--- config.mk ---
export PLATFORM = sky130hd
export DESIGN_NAME = mips_mc_ctrl
export DESIGN_NICKNAME = d
export VERILOG_FILES = /design/src/rtl/mips_mc_ctrl_pkg.sv /design/src/rtl/mips_alu_dec.sv /design/src/rtl/mips_mc_ctrl.sv
export SDC_FILE = /design/constraint.sdc
export NUM_CORES = 1
export LEC_CHECK = 0
export BUFFER_PORTS_ARGS = -buffer_cell sky130_fd_sc_hd__buf_2
export CAP_MARGIN = 20
export CORE_MARGIN = 2
export CORE_UTILIZATION = 40
export DETAILED_ROUTE_END_ITERATION = 8
export PLACE_DENSITY_LB_ADDON = 0.12
export SLEW_MARGIN = 20
export SYNTH_ARGS = -nofsm -noshare
export SYNTH_HDL_FRONTEND = slang
export SYNTH_SLANG_ARGS = --single-unit
--- constraint.sdc ---
create_clock -name clk -period 4.5 [get_ports clk]
set_input_delay 0.45 -clock clk [delete_from_list [all_inputs] [get_ports clk]]
set_output_delay 0.45 -clock clk [all_outputs]
set_load 0.01 [all_outputs]
--- src/rtl/mips_mc_ctrl_pkg.sv ---
// Shared MIPS control definitions: instruction fields, ALU operations,
// multicycle FSM states, mux encodings and the registered control word.
package mips_mc_ctrl_pkg;

  localparam int unsigned OP_W     = 6;
  localparam int unsigned FUNCT_W  = 6;
  localparam int unsigned ALU_OP_W = 2;
  localparam int unsigned STATE_W  = 4;

  typedef enum logic [OP_W-1:0] {
    RTYPE = 6'h00,
    J     = 6'h02,
    BEQ   = 6'h04,
    BNE   = 6'h05,
    ADDI  = 6'h08,
    LW    = 6'h23,
    SW    = 6'h2b
  } OpCode;

  typedef enum logic [FUNCT_W-1:0] {
    FN_ADD = 6'h20,
    FN_SUB = 6'h22,
    FN_AND = 6'h24,
    FN_OR  = 6'h25
  } Funct;

  typedef enum logic [ALU_OP_W-1:0] {
    ALU_ADD = 2'b00,
    ALU_SUB = 2'b01,
    ALU_AND = 2'b10,
    ALU_OR  = 2'b11
  } op_code;

  typedef enum logic [STATE_W-1:0] {
    INIT, FETCH, DECODE, MEMADR, MEMRD, MEMWB, MEMWR,
    EXEC, ALUWB, ADDIEX, ADDIWB, BRANCH, JUMP, HALT
  } CtrlState;

  typedef enum logic [1:0] {
    SRCB_REG     = 2'b00,
    SRCB_FOUR    = 2'b01,
    SRCB_IMM     = 2'b10,
    SRCB_IMM_SH2 = 2'b11
  } AluSrcB;

  typedef enum logic [1:0] {
    PC_ALU    = 2'b00,
    PC_ALUOUT = 2'b01,
    PC_JUMP   = 2'b10
  } PcSrc;

  // State-decoded control word; pc_en/retire here are the unconditional parts only.
  typedef struct packed {
    logic   iord;
    logic   mem_read;
    logic   mem_write;
    logic   reg_dst;
    logic   mem_to_reg;
    logic   reg_write;
    logic   alu_src_a;
    AluSrcB alu_src_b;
    op_code alu_op;
    PcSrc   pc_src;
    logic   pc_en;
    logic   retire;
  } ctrl_t;

endpackage

--- src/rtl/mips_alu_dec.sv ---
// R-type funct decode: ALU operation and legality of the funct field.
module mips_alu_dec
  import mips_mc_ctrl_pkg::*;
(
  input  logic [FUNCT_W-1:0] funct,
  output op_code             alu_op_c,
  output logic               funct_legal_c
);

  always_comb begin
    alu_op_c      = ALU_ADD;
    funct_legal_c = 1'b1;
    case (funct)
      FN_ADD:  alu_op_c = ALU_ADD;
      FN_SUB:  alu_op_c = ALU_SUB;
      FN_AND:  alu_op_c = ALU_AND;
      FN_OR:   alu_op_c = ALU_OR;
      default: funct_legal_c = 1'b0;
    endcase
  end

endmodule

--- src/rtl/mips_mc_ctrl.sv ---
// Multicycle MIPS control unit: Moore FSM with memory-ready handshake,
// access timeout, illegal-instruction trap and retired-instruction counter.
module mips_mc_ctrl
  import mips_mc_ctrl_pkg::*;
#(
  parameter int unsigned MEM_TIMEOUT = 15,
  parameter bit          BNE_EN      = 1'b1,
  parameter int unsigned CNT_WIDTH   = 16
) (
  input  logic                 clk,
  input  logic                 rst_n,
  input  logic [OP_W-1:0]      opcode,
  input  logic [FUNCT_W-1:0]   funct,
  input  logic                 zero,
  input  logic                 mem_ready,
  output logic                 pc_en,
  output logic                 iord,
  output logic                 mem_read,
  output logic                 mem_write,
  output logic                 ir_write,
  output logic                 reg_dst,
  output logic                 mem_to_reg,
  output logic                 reg_write,
  output logic                 alu_src_a,
  output logic [1:0]           alu_src_b,
  output logic [ALU_OP_W-1:0]  alu_op,
  output logic [1:0]           pc_src,
  output logic                 retire,
  output logic [CNT_WIDTH-1:0] retired_cnt,
  output logic                 illegal,
  output logic                 bus_err
);

  localparam bit          TIMEOUT_EN = (MEM_TIMEOUT != 0);
  localparam int unsigned WAIT_W     = TIMEOUT_EN ? $clog2(MEM_TIMEOUT + 1) : 1;
  localparam int unsigned TO_LAST    = TIMEOUT_EN ? MEM_TIMEOUT - 1 : 0;

  CtrlState          state, state_next;
  ctrl_t             ctrl_q, ctrl_d;
  logic [WAIT_W-1:0] wait_cnt;
  logic              is_sw, is_bne;
  op_code            alu_fn_c;
  logic              funct_legal_c;
  logic              mem_state_c, wait_to_c, illegal_set_c, timeout_set_c;
  logic              retire_c, branch_take_c;

  mips_alu_dec u_alu_dec (
    .funct         (funct),
    .alu_op_c      (alu_fn_c),
    .funct_legal_c (funct_legal_c)
  );

  assign mem_state_c = (state == FETCH) || (state == MEMRD) || (state == MEMWR);
  // The MEM_TIMEOUT-th consecutive not-ready cycle traps; a ready in that cycle wins.
  assign wait_to_c   = TIMEOUT_EN && !mem_ready && (wait_cnt == WAIT_W'(TO_LAST));

  always_comb begin
    state_next    = state;
    illegal_set_c = 1'b0;
    timeout_set_c = 1'b0;
    case (state)
      INIT:   state_next = FETCH;
      FETCH: begin
        if (mem_ready)      state_next = DECODE;
        else if (wait_to_c) begin state_next = HALT; timeout_set_c = 1'b1; end
      end
      DECODE: begin
        case (opcode)
          LW, SW:  state_next = MEMADR;
          RTYPE:   state_next = funct_legal_c ? EXEC : HALT;
          ADDI:    state_next = ADDIEX;
          BEQ:     state_next = BRANCH;
          BNE:     state_next = BNE_EN ? BRANCH : HALT;
          J:       state_next = JUMP;
          default: state_next = HALT;
        endcase
        illegal_set_c = (state_next == HALT);
      end
      MEMADR: state_next = is_sw ? MEMWR : MEMRD;
      MEMRD: begin
        if (mem_ready)      state_next = MEMWB;
        else if (wait_to_c) begin state_next = HALT; timeout_set_c = 1'b1; end
      end
      MEMWR: begin
        if (mem_ready)      state_next = FETCH;
        else if (wait_to_c) begin state_next = HALT; timeout_set_c = 1'b1; end
      end
      EXEC:   state_next = ALUWB;
      ADDIEX: state_next = ADDIWB;
      MEMWB, ALUWB, ADDIWB, BRANCH, JUMP: state_next = FETCH;
      HALT:   state_next = HALT;
      default: state_next = INIT;
    endcase
  end

  // Control word for the state being entered, registered alongside the state.
  always_comb begin
    ctrl_d        = '0;
    ctrl_d.alu_op = ALU_ADD;
    case (state_next)
      FETCH:  begin ctrl_d.mem_read = 1'b1; ctrl_d.alu_src_b = SRCB_FOUR; ctrl_d.pc_src = PC_ALU; end
      DECODE: ctrl_d.alu_src_b = SRCB_IMM_SH2;
      MEMADR: begin ctrl_d.alu_src_a = 1'b1; ctrl_d.alu_src_b = SRCB_IMM; end
      MEMRD:  begin ctrl_d.mem_read = 1'b1; ctrl_d.iord = 1'b1; end
      MEMWB:  begin ctrl_d.reg_write = 1'b1; ctrl_d.mem_to_reg = 1'b1; ctrl_d.retire = 1'b1; end
      MEMWR:  begin ctrl_d.mem_write = 1'b1; ctrl_d.iord = 1'b1; end
      EXEC:   begin ctrl_d.alu_src_a = 1'b1; ctrl_d.alu_src_b = SRCB_REG; ctrl_d.alu_op = alu_fn_c; end
      ALUWB:  begin ctrl_d.reg_write = 1'b1; ctrl_d.reg_dst = 1'b1; ctrl_d.retire = 1'b1; end
      ADDIEX: begin ctrl_d.alu_src_a = 1'b1; ctrl_d.alu_src_b = SRCB_IMM; ctrl_d.alu_op = ALU_ADD; end
      ADDIWB: begin ctrl_d.reg_write = 1'b1; ctrl_d.retire = 1'b1; end
      BRANCH: begin
        ctrl_d.alu_src_a = 1'b1;
        ctrl_d.alu_src_b = SRCB_REG;
        ctrl_d.alu_op    = ALU_SUB;
        ctrl_d.pc_src    = PC_ALUOUT;
        ctrl_d.retire    = 1'b1;
      end
      JUMP:   begin ctrl_d.pc_src = PC_JUMP; ctrl_d.pc_en = 1'b1; ctrl_d.retire = 1'b1; end
      default: ctrl_d = '0;
    endcase
  end

  always_ff @(posedge clk or negedge rst_n) begin
    if (!rst_n) begin
      state       <= INIT;
      ctrl_q      <= '0;
      wait_cnt    <= '0;
      is_sw       <= 1'b0;
      is_bne      <= 1'b0;
      retired_cnt <= '0;
      illegal     <= 1'b0;
      bus_err     <= 1'b0;
    end else begin
      state    <= state_next;
      ctrl_q   <= ctrl_d;
      wait_cnt <= (TIMEOUT_EN && mem_state_c && !mem_ready && (state_next == state))
                  ? wait_cnt + WAIT_W'(1) : '0;
      if (state == DECODE) begin
        is_sw  <= (opcode == SW);
        is_bne <= (opcode == BNE);
      end
      if (retire_c)      retired_cnt <= retired_cnt + CNT_WIDTH'(1);
      if (illegal_set_c) illegal     <= 1'b1;
      if (timeout_set_c) bus_err     <= 1'b1;
    end
  end

  // Handshake- and flag-qualified outputs depend on this cycle's inputs.
  assign branch_take_c = is_bne ? !zero : zero;
  assign retire_c      = ctrl_q.retire || ((state == MEMWR) && mem_ready);
  assign retire        = retire_c;
  assign pc_en         = ctrl_q.pc_en || ((state == FETCH) && mem_ready)
                         || ((state == BRANCH) && branch_take_c);
  assign ir_write      = (state == FETCH) && mem_ready;

  assign iord       = ctrl_q.iord;
  assign mem_read   = ctrl_q.mem_read;
  assign mem_write  = ctrl_q.mem_write;
  assign reg_dst    = ctrl_q.reg_dst;
  assign mem_to_reg = ctrl_q.mem_to_reg;
  assign reg_write  = ctrl_q.reg_write;
  assign alu_src_a  = ctrl_q.alu_src_a;
  assign alu_src_b  = ctrl_q.alu_src_b;
  assign alu_op     = ctrl_q.alu_op;
  assign pc_src     = ctrl_q.pc_src;

endmodule

; Word-level counts from Yosys, hierarchy flattened
; Cells that the tools add are included.
[totals]
output_inout_bits = 34
regBits = 43
input_bits = 16
word_cells = 114
[classes]
reduce_logical = 26
eq_ne = 38
mux = 29
addsub = 2
[ops]
columns = op, count
row1 = $eq A4 B4 Y1 const B, 13
row2 = $eq A6 B6 Y1 const B, 6
row3 = $pmux W4 S9, 1
row4 = $eq A4 B3 Y1 const B, 8
row5 = $mux W4, 7
row6 = $pmux W4 S5, 1
row7 = $add A16 B1 Y16 const B, 1
row8 = $eq A4 B2 Y1 const B, 4
row9 = $mux W1, 15
row10 = $eq A6 B3 Y1 const B, 2
row11 = $pmux W2 S3, 2
row12 = $reduce_or A2 Y1, 5
row13 = $eq A4 B1 Y1 const B, 2
row14 = $pmux W2 S2, 2
row15 = $reduce_or A4 Y1, 2
row16 = $eq A6 B2 Y1 const B, 1
row17 = $eq A6 B4 Y1 const B, 1
row18 = $logic_and A1 B1 Y1, 6
row19 = $logic_not A6 Y1, 1
row20 = $reduce_or A3 Y1, 2
row21 = $reduce_or A6 Y1, 1
row22 = $logic_or A1 B1 Y1, 5
row23 = $reduce_or A5 Y1, 1
row24 = $add A4 B1 Y4 const B, 1
row25 = 4 further kinds, 5

; Depth between registers and ports, before layout
; Gate-level depths: netlist of the first run.
[logic_depth]
depth_word = 10
depth_mapped = 10
mapped_depth_nobuf = 9

; Cells and area by module
; Synthesis of the first run repeated with hierarchy kept, for this count alone.
[unflattened]
cells_unflattened = 211
hier_area_um2 = 2254.7
[by_module_without_submodules]
columns = mod, instances, seq_area_each_um2, area_each_um2, cells_per_inst
row1 = mips_mc_ctrl, 1, 1076.0, 2190.9, 204
row2 = mips_alu_dec, 1, 0.0, 63.8, 7

; Worst setup path after synthesis of the first run
; Ideal clock, no wire load.
[synth_timing]
kind = input-to-reg
start = in opcode[1]
end = reg ctrl_q (netlist bit alu_src_b[1])
path_stages = 8
setup_ps = 83
required_time_ps = 4417
n_path_buf = 2
path_slack_ps = 2247
t_arrival_ps = 2170
cell_sequence = buf_6 or4b_1 o211a_1 o21ai_2 o221a_1 buf_6 or3b_1 o22ai_2
[synth_rtl]
columns = element, line
row1 = start: declaration, mips_mc_ctrl.sv:12  ; input logic [OP_W-1:0] opcode,
row2 = end signal: assignment, mips_mc_ctrl.sv:135  ; ctrl_q <= ctrl_d;
row3 = end: declaration, mips_mc_ctrl.sv:39  ; ctrl_t ctrl_q, ctrl_d;

==> impl_metrics.prom, run 1 <==
# TYPE chip_impl_metric gauge
chip_impl_info{name="status",value="finished, final reports clean"} 1
chip_impl_metric{name="irDropWorstVdd",unit="µV"} 244.4
chip_impl_metric{name="worst_skew_pair.late_latency",unit="ns"} 0.30
chip_impl_metric{name="postCtsResizedCells",unit=""} 0
chip_impl_metric{name="clkTransAtPathRegs",unit="ns"} 0.09
chip_impl_metric{name="fin_tns_setup",unit="ns"} 0
chip_impl_metric{name="area_share_of_the_largest_cell_type_after_synthesis",unit="%"} 48.42
chip_impl_info{name="layout_top_registers",value="retired_cnt x16, state x4, wait_cnt x4"} 1
chip_impl_info{name="layout.cells.most_common",value="buf_2"} 1
chip_impl_metric{name="total_clock_sinks",unit=""} 43
chip_impl_metric{name="synth-async-reset-ratio",unit="%"} 100.0
chip_impl_metric{name="clock_path_buffers",unit=""} 2
chip_impl_metric{name="worst_pin_slew",unit="ns"} 0.5214
chip_impl_metric{name="synth_fa_ha_area_share",unit="%"} 1.689
chip_impl_metric{name="synthToLayoutAreaGrowth",unit="%"} 17.57
chip_impl_metric{name="dieArea",unit="µm²"} 6168
chip_impl_info{name="synthDominantAreaCellType",value="dfrtp_1"} 1
chip_impl_info{name="synth.area.top_cells",value="dfrtp_1 48%, xnor2_1 5.5%, nor2_1 3.0%, nand2_1 2.9%, nand2b_1 2.5%"} 1
chip_impl_metric{name="h_tree_depth_reported_by_cts",unit=""} 2
chip_impl_metric{name="fin_nets",unit=""} 282
chip_impl_metric{name="grt_pass1_vias",unit=""} 1706
chip_impl_metric{name="chipHeight",unit="µm"} 78.54
chip_impl_metric{name="largest_reg_flops",unit=""} 16
chip_impl_metric{name="drc",unit=""} 0
chip_impl_metric{name="path_max_fanout",unit=""} 15
chip_impl_metric{name="drtPass1Iterations",unit=""} 4
chip_impl_metric{name="grt_use_total",unit="%"} 16.59
chip_impl_metric{name="starting_density",unit="%"} 40.86
chip_impl_metric{name="synth-compound-area-share",unit="%"} 12.27
chip_impl_metric{name="design.portCount",unit=""} 50
chip_impl_info{name="timing_worst_setup_path_type",value="reg -> reg"} 1
chip_impl_metric{name="post_cts.repair.setup_buffers",unit=""} 0
chip_impl_metric{name="detail_route.wl_per_cell",unit="µm"} 13.81
chip_impl_metric{name="chipWidth",unit="µm"} 78.54
chip_impl_metric{name="hold_ws",unit="ns"} 0.06973
chip_impl_metric{name="finalPower",unit="mW"} 1.426
chip_impl_metric{name="placement.io_buffers",unit=""} 49
chip_impl_metric{name="post_synth.cell_area_avg",unit="µm²"} 10.05
chip_impl_info{name="r2r-start",value="state[1]"} 1
chip_impl_metric{name="slew-limit-headroom",unit="%"} 65.10
chip_impl_metric{name="grt_antenna_before_repair",unit=""} 0
chip_impl_info{name="registers.top_by_ff_count",value="retired_cnt"} 1
chip_impl_metric{name="diodes",unit=""} 0
chip_impl_info{name="timing.hold.worst.class",value="in -> async"} 1
chip_impl_metric{name="vias",unit=""} 1717
chip_impl_metric{name="detailed_place_hpwl",unit="mm"} 3.343
chip_impl_metric{name="post_synth_and_or_nand_nor_area_fraction",unit="%"} 21.57
chip_impl_info{name="worst_setup_path_start_kind",value="flip-flop"} 1
chip_impl_metric{name="multiplexer_share_of_the_synthesized_area",unit="%"} 1.914
chip_impl_metric{name="gp_routability_congestion",unit=""} 0.7630
chip_impl_info{name="clock_tree.root_cell",value="clkbuf_8"} 1
chip_impl_metric{name="synth_enable_flop_cells",unit=""} 0
chip_impl_metric{name="via_per_inst",unit=""} 5.110
chip_impl_metric{name="synthDistinctLibCells",unit=""} 52
chip_impl_metric{name="hold_viol_final",unit=""} 0
chip_impl_metric{name="timing.max_cap.violations",unit=""} 0
chip_impl_metric{name="worst-endpoint-required",unit="ns"} 4.63
chip_impl_info{name="startpoint",value="state[1]"} 1
chip_impl_info{name="rsz_0062_raised_after_global_routing",value="false"} 1
chip_impl_metric{name="std_cell_rows",unit=""} 27
chip_impl_metric{name="drive_above_1_share",unit="%"} 23.86
chip_impl_metric{name="finClkSkew",unit="ns"} 0.01050
chip_impl_metric{name="mappedNetlistNets",unit=""} 240
chip_impl_metric{name="routed_wirelength",unit="mm"} 4.639
chip_impl_metric{name="number_of_drc_markers_after_the_initial_detailed_route_iteration",unit=""} 93
chip_impl_metric{name="final.min_clock_period",unit="ns"} 2.358
chip_impl_metric{name="design.core.area",unit="µm²"} 5439
chip_impl_info{name="layout.cells.most_common_list",value="49 x buf_2, 43 x dfrtp_1, 18 x nor2_1"} 1
chip_impl_info{name="main_combinational_cell_family_by_area_after_synthesis",value="simple AND/OR/NAND/NOR gates"} 1
chip_impl_metric{name="yosys_warnings",unit=""} 0
chip_impl_metric{name="first_pass_grt_wire_length",unit="mm"} 7.983
chip_impl_metric{name="p_leak",unit="nW"} 1.296
chip_impl_metric{name="grt_start_max_net_pins",unit=""} 44
chip_impl_metric{name="tritoncts.num_buffers",unit=""} 5
chip_impl_metric{name="synth_seq_area_share",unit="%"} 48.42
chip_impl_metric{name="post_synth_instance_area",unit="µm²"} 2222
chip_impl_metric{name="fmaxAchievable",unit="GHz"} 0.4241
chip_impl_metric{name="fin_crit_sh",unit="%"} 52.40
chip_impl_metric{name="synth_xor_area_share",unit="%"} 7.883
chip_impl_metric{name="setup_viol_count_final",unit=""} 0
chip_impl_metric{name="cts_hold_buf",unit=""} 0
chip_impl_metric{name="postRouteAntennaNets",unit=""} 0
chip_impl_info{name="cts_tree",value="built"} 1
chip_impl_metric{name="ys_ff_latch",unit=""} 43
chip_impl_metric{name="syn-instance-count",unit=""} 221
chip_impl_metric{name="gr-total-overflow",unit=""} 0
chip_impl_metric{name="worst_ep_arrival_time",unit="ns"} 2.49
chip_impl_metric{name="fillerInstances",unit=""} 540
chip_impl_metric{name="pd_cells",unit="nW/µm²"} 545.8
chip_impl_info{name="synth_ff_type",value="dfrtp_1"} 1
chip_impl_info{name="crit_path_end_kind",value="flip-flop"} 1
chip_impl_metric{name="maxSlewViolCount",unit=""} 0
logic make-up (layout without fill, tap and decap cells):
group	after synthesis	after routing
XOR/XNOR	20	20
AND/OR/NAND/NOR	88	88
flip-flops	43	43
buffers and inverters	26	69
AO/OA/AOI/OAI	37	37
adder cells (fa/ha/maj)	3	3
multiplexers	4	4
cell usage after synthesis, types with 2 or more instances:
| cell type | count |
|---|---|
| nand2b_1 | 9 |
| buf_6 | 2 |
| or3b_1 | 2 |
| nor2_1 | 18 |
| xor2_1 | 6 |
| mux2i_1 | 2 |
| o41ai_1 | 4 |
| buf_4 | 6 |
| nand3_1 | 8 |
| buf_2 | 3 |
| o21ai_0 | 4 |
| nor3_1 | 4 |
| clkbuf_1 | 4 |
| dfrtp_1 | 43 |
| nor2b_1 | 4 |
| nor4_1 | 3 |
| o31ai_1 | 3 |
| or4b_1 | 2 |
| nand3b_1 | 3 |
| and3_1 | 4 |
| and4_1 | 2 |
| and2_1 | 2 |
| inv_1 | 10 |
| a21oi_1 | 7 |
| ha_1 | 3 |
| nand2_1 | 17 |
| mux2_2 | 2 |
| xnor2_1 | 14 |
| nand4_1 | 4 |
| nand4b_1 | 2 |
| a211oi_1 | 2 |
| o21bai_1 | 2 |
metrics by stage:
stage                     worst slack, ns  utilization, %  instance area (µm²)  instances
after floorplan                     2.247               -                 2222        221
after global placement              1.948           45.23                 2460        327
after detailed placement            1.948           45.23                 2460        327
after CTS                           2.147           47.67                 2592        335
after global routing                1.928           48.03                 2613        336
final                               2.142           48.03                 2613        336
worst paths after layout:
check	endpoint	cells past startpoint	slack, ns
worst max-delay path	ctrl_q[0]	5	2.14
worst min-delay path	pc_src[1]	1	0.07
worst max register to register	ctrl_q[0]	5	2.14
worst min register to register	retired_cnt[15]	1	0.48
max in group asynchronous	retired_cnt[1]	2	3.95
min in group clk	is_sw	2	0.42
per-layer routing:
metal | global-route usage, % | vias up | share of wire (%)
met5 | 0 | - | 0
met2 | 26.24 | 36 | 46
met3 | 3.908 | 7 | 4.4
met4 | 5.965 | 0 | 1.4
li1 | - | 850 | -
met1 | 22.21 | 824 | 48
layout make-up:
class	count	area, µm²	area share [%]
Timing Repair Buffer	50	265.3	10.15
Tap cell	72	90.09	3.448
Inverter	11	41.29	1.580
Sequential cell	43	1076	41.19
Clock buffer	6	72.57	2.778
Multi-Input combinational cell	152	1007	38.55
Clock inverter	2	60.06	2.299
worst max-delay path, stage by stage, from the launching register on:
cell and delay (ns):
dfrtp_1 0.54, or3b_1 0.47, a21o_1 0.22, o32a_1 0.39, o21ai_1 0.31, o311ai_0 0.27
report_power, final:
part           switching [mW]  internal (mW)
clock                   0.132          0.222
combinational           0.297          0.215
sequential             0.0910          0.469
Power figures use the tool's default switching activity.
==> run 2, diff against run 1 <==
- clock period: 4.5 -> 2.3 ns (I/O delays scaled with it)
==> run 2 against run 1 <==
Combinational power increased by 140%. Highest routed layer unchanged. Routed wire length fell by 0.71%. Clock skew increased by 0.0048 ns. Critical path type unchanged. Clock-buffer cell count stayed put. Largest cell class unchanged.
==> impl_metrics.prom, run 2 (same netlist as run 1, synthesis figures left out) <==
# TYPE chip_impl_metric gauge
chip_impl_metric{name="postRouteAntennaNets",unit=""} 0
chip_impl_metric{name="irDropWorstVdd",unit="µV"} 385.6
chip_impl_metric{name="dp.cells",unit=""} 341
chip_impl_metric{name="min_path_cells",unit=""} 2
chip_impl_metric{name="via_per_inst",unit=""} 4.994
chip_impl_metric{name="total_clock_sinks",unit=""} 43
chip_impl_metric{name="dr_wl_met2",unit="mm"} 2.057
chip_impl_info{name="rsz_0062_raised_after_global_routing",value="false"} 1
chip_impl_info{name="cpMaxStageDelayCell",value="dfrtp_1"} 1
chip_impl_metric{name="detailed_place_hpwl",unit="mm"} 3.420
chip_impl_metric{name="worst-endpoint-required",unit="ns"} 2.46
chip_impl_metric{name="critical_path.max_stage_delay",unit="ns"} 0.42
chip_impl_info{name="r2r-start",value="state[2]"} 1
chip_impl_metric{name="drive_above_1_share",unit="%"} 28.06
chip_impl_metric{name="grt_start_max_net_pins",unit=""} 31
chip_impl_metric{name="chipWidth",unit="µm"} 78.54
chip_impl_info{name="crit_path_end_kind",value="flip-flop"} 1
chip_impl_metric{name="placedInstanceArea",unit="µm²"} 2565
chip_impl_metric{name="p_leak",unit="nW"} 1.357
chip_impl_metric{name="fin_crit_sh",unit="%"} 92.64
chip_impl_metric{name="vias",unit=""} 1748
chip_impl_info{name="maxUsedRoutingLayer",value="met4"} 1
chip_impl_metric{name="hold_viol_final",unit=""} 0
chip_impl_metric{name="placement.io_buffers",unit=""} 49
chip_impl_info{name="startpoint",value="state[2]"} 1
chip_impl_metric{name="final_cells",unit=""} 350
chip_impl_info{name="path_delay_family",value="compound AO/OA/AOI/OAI gates"} 1
chip_impl_metric{name="design.portCount",unit=""} 50
chip_impl_info{name="status",value="finished, final reports clean"} 1
chip_impl_metric{name="design.core.area",unit="µm²"} 5439
chip_impl_info{name="layout.cells.most_common",value="buf_2"} 1
chip_impl_metric{name="chipHeight",unit="µm"} 78.54
chip_impl_metric{name="detail_route.wl_per_cell",unit="µm"} 13.16
chip_impl_metric{name="worst_ep_arrival_time",unit="ns"} 2.29
chip_impl_metric{name="dieArea",unit="µm²"} 6168
chip_impl_metric{name="grt_pass1_vias",unit=""} 1701
chip_impl_info{name="holdCritStartpoint",value="opcode[2]"} 1
chip_impl_metric{name="diodes",unit=""} 0
chip_impl_metric{name="first_pass_grt_wire_length",unit="mm"} 7.990
chip_impl_info{name="crit-reg2reg-capture",value="ctrl_q[0]"} 1
chip_impl_metric{name="finalPower",unit="mW"} 2.861
chip_impl_metric{name="gr-total-overflow",unit=""} 0
chip_impl_metric{name="number_of_drc_markers_after_the_initial_detailed_route_iteration",unit=""} 72
chip_impl_metric{name="clkTransAtPathRegs",unit="ns"} 0.09
chip_impl_info{name="clock_tree.root_cell",value="clkbuf_8"} 1
chip_impl_info{name="timing_worst_setup_path_type",value="reg -> reg"} 1
chip_impl_metric{name="wl_met3",unit="µm"} 215
chip_impl_metric{name="pd_cells",unit="nW/µm²"} 1062
chip_impl_metric{name="largest_reg_flops",unit=""} 16
chip_impl_metric{name="final.min_clock_period",unit="ns"} 2.131
chip_impl_info{name="cts_tree",value="built"} 1
chip_impl_metric{name="worst-r2r-cell-count",unit=""} 6
chip_impl_info{name="crit_path_cell_trace",value="or3b_1, o21ai_0, nand2b_1, o221a_1, buf_4, o311ai_0"} 1
chip_impl_metric{name="finClkSkew",unit="ns"} 0.01529
chip_impl_metric{name="r2r_slack",unit="ns"} 0.17
chip_impl_metric{name="final_design_area_no_fill",unit="µm²"} 2694
chip_impl_metric{name="register_area",unit="µm²"} 1076
chip_impl_metric{name="setup_viol_count_final",unit=""} 0
chip_impl_metric{name="routed_wirelength",unit="mm"} 4.606
chip_impl_metric{name="multi_input_area",unit="µm²"} 1008
chip_impl_info{name="layout.cells.most_common_list",value="49 x buf_2, 43 x dfrtp_1, 18 x nor2_1"} 1
chip_impl_metric{name="drc",unit=""} 0
chip_impl_metric{name="fin_tns_setup",unit="ns"} 0
chip_impl_metric{name="gp_routability_congestion",unit=""} 0.8615
chip_impl_info{name="worst_setup_path_start_kind",value="flip-flop"} 1
chip_impl_metric{name="worst_skew_pair.late_latency",unit="ns"} 0.30
chip_impl_metric{name="path_buf_inv",unit=""} 1
chip_impl_metric{name="slew-limit-headroom",unit="%"} 74.42
chip_impl_metric{name="worst_pin_slew",unit="ns"} 0.3788
chip_impl_metric{name="drtPass1Iterations",unit=""} 4
chip_impl_metric{name="maxSlewViolCount",unit=""} 0
chip_impl_metric{name="tritoncts.num_buffers",unit=""} 5
chip_impl_metric{name="h_tree_depth_reported_by_cts",unit=""} 2
chip_impl_metric{name="fmaxAchievable",unit="GHz"} 0.4693
chip_impl_info{name="timing.hold.worst.class",value="in -> reg"} 1
chip_impl_metric{name="drt-met1-wl",unit="mm"} 2.261
chip_impl_info{name="registers.top_by_ff_count",value="retired_cnt"} 1
chip_impl_metric{name="timing.max_cap.violations",unit=""} 0
chip_impl_metric{name="path_max_fanout",unit=""} 6
chip_impl_metric{name="starting_density",unit="%"} 40.86
chip_impl_metric{name="grt_antenna_before_repair",unit=""} 0
chip_impl_metric{name="fin_nets",unit=""} 296
chip_impl_metric{name="synthToLayoutAreaGrowth",unit="%"} 21.23
chip_impl_metric{name="post_cts.repair.setup_buffers",unit=""} 0
chip_impl_metric{name="fillerInstances",unit=""} 535
chip_impl_info{name="hold_end",value="is_sw"} 1
chip_impl_metric{name="grt_use_total",unit="%"} 16.35
chip_impl_metric{name="clock_path_buffers",unit=""} 2
chip_impl_metric{name="std_cell_rows",unit=""} 27
chip_impl_info{name="layout_top_registers",value="retired_cnt x16, state x4, wait_cnt x4"} 1
## run 2: per-stage QoR
stage | setup WS (ns) | hold WS [ns] | util [%]
6_report | 0.1692 | 0.1903 | 49.53
5_1_grt | 0.05277 | 0.2090 | 49.53
4_1_cts | 0.1406 | 0.1925 | 49.51
3_5_place_dp | 0.02616 | 0.1666 | 47.16
3_3_place_gp | 0.1155 | 0.1691 | 47.16
2_1_floorplan | 0.2670 | -0.06559 | -
## run 2: layer usage
| layer | global-route usage, % | up-vias |
|---|---|---|
| met5 | 0 | - |
| li1 | - | 886 |
| met1 | 23.46 | 819 |
| met2 | 24.10 | 36 |
| met4 | 5.965 | 0 |
| met3 | 3.678 | 7 |
## run 2: repair_timing
action                                  in CTS  in global routing
endpoints found under the hold margin       13                  0
gates resized for setup                      0                  1
hold buffers                                 1                  0
endpoints found under the setup margin       0                  1
## run 2: power by group
group | switching [mW] | internal, mW
registers | 0.119 | 0.918
logic | 0.666 | 0.546
clock network | 0.261 | 0.352
## run 2: cell type report
class	count	area share (%)
well taps	72	3.344
flip-flops and latches	43	39.94
repair buffers	64	13.38
clock buffers	6	3.065
clock inverters	2	1.301
inverters	11	1.533
multi-input cells	152	37.44
## run 2: worst max path at each step
stage                         endpoint  slack (ns)  cells past startpoint
after floorplan           alu_src_b[1]        0.27                      8
after global placement       reg_write        0.12                      8
after detailed placement     reg_write        0.03                      8
after CTS                    ctrl_q[0]        0.14                      7
after global routing         reg_write        0.05                      7
final                        ctrl_q[0]        0.17                      6
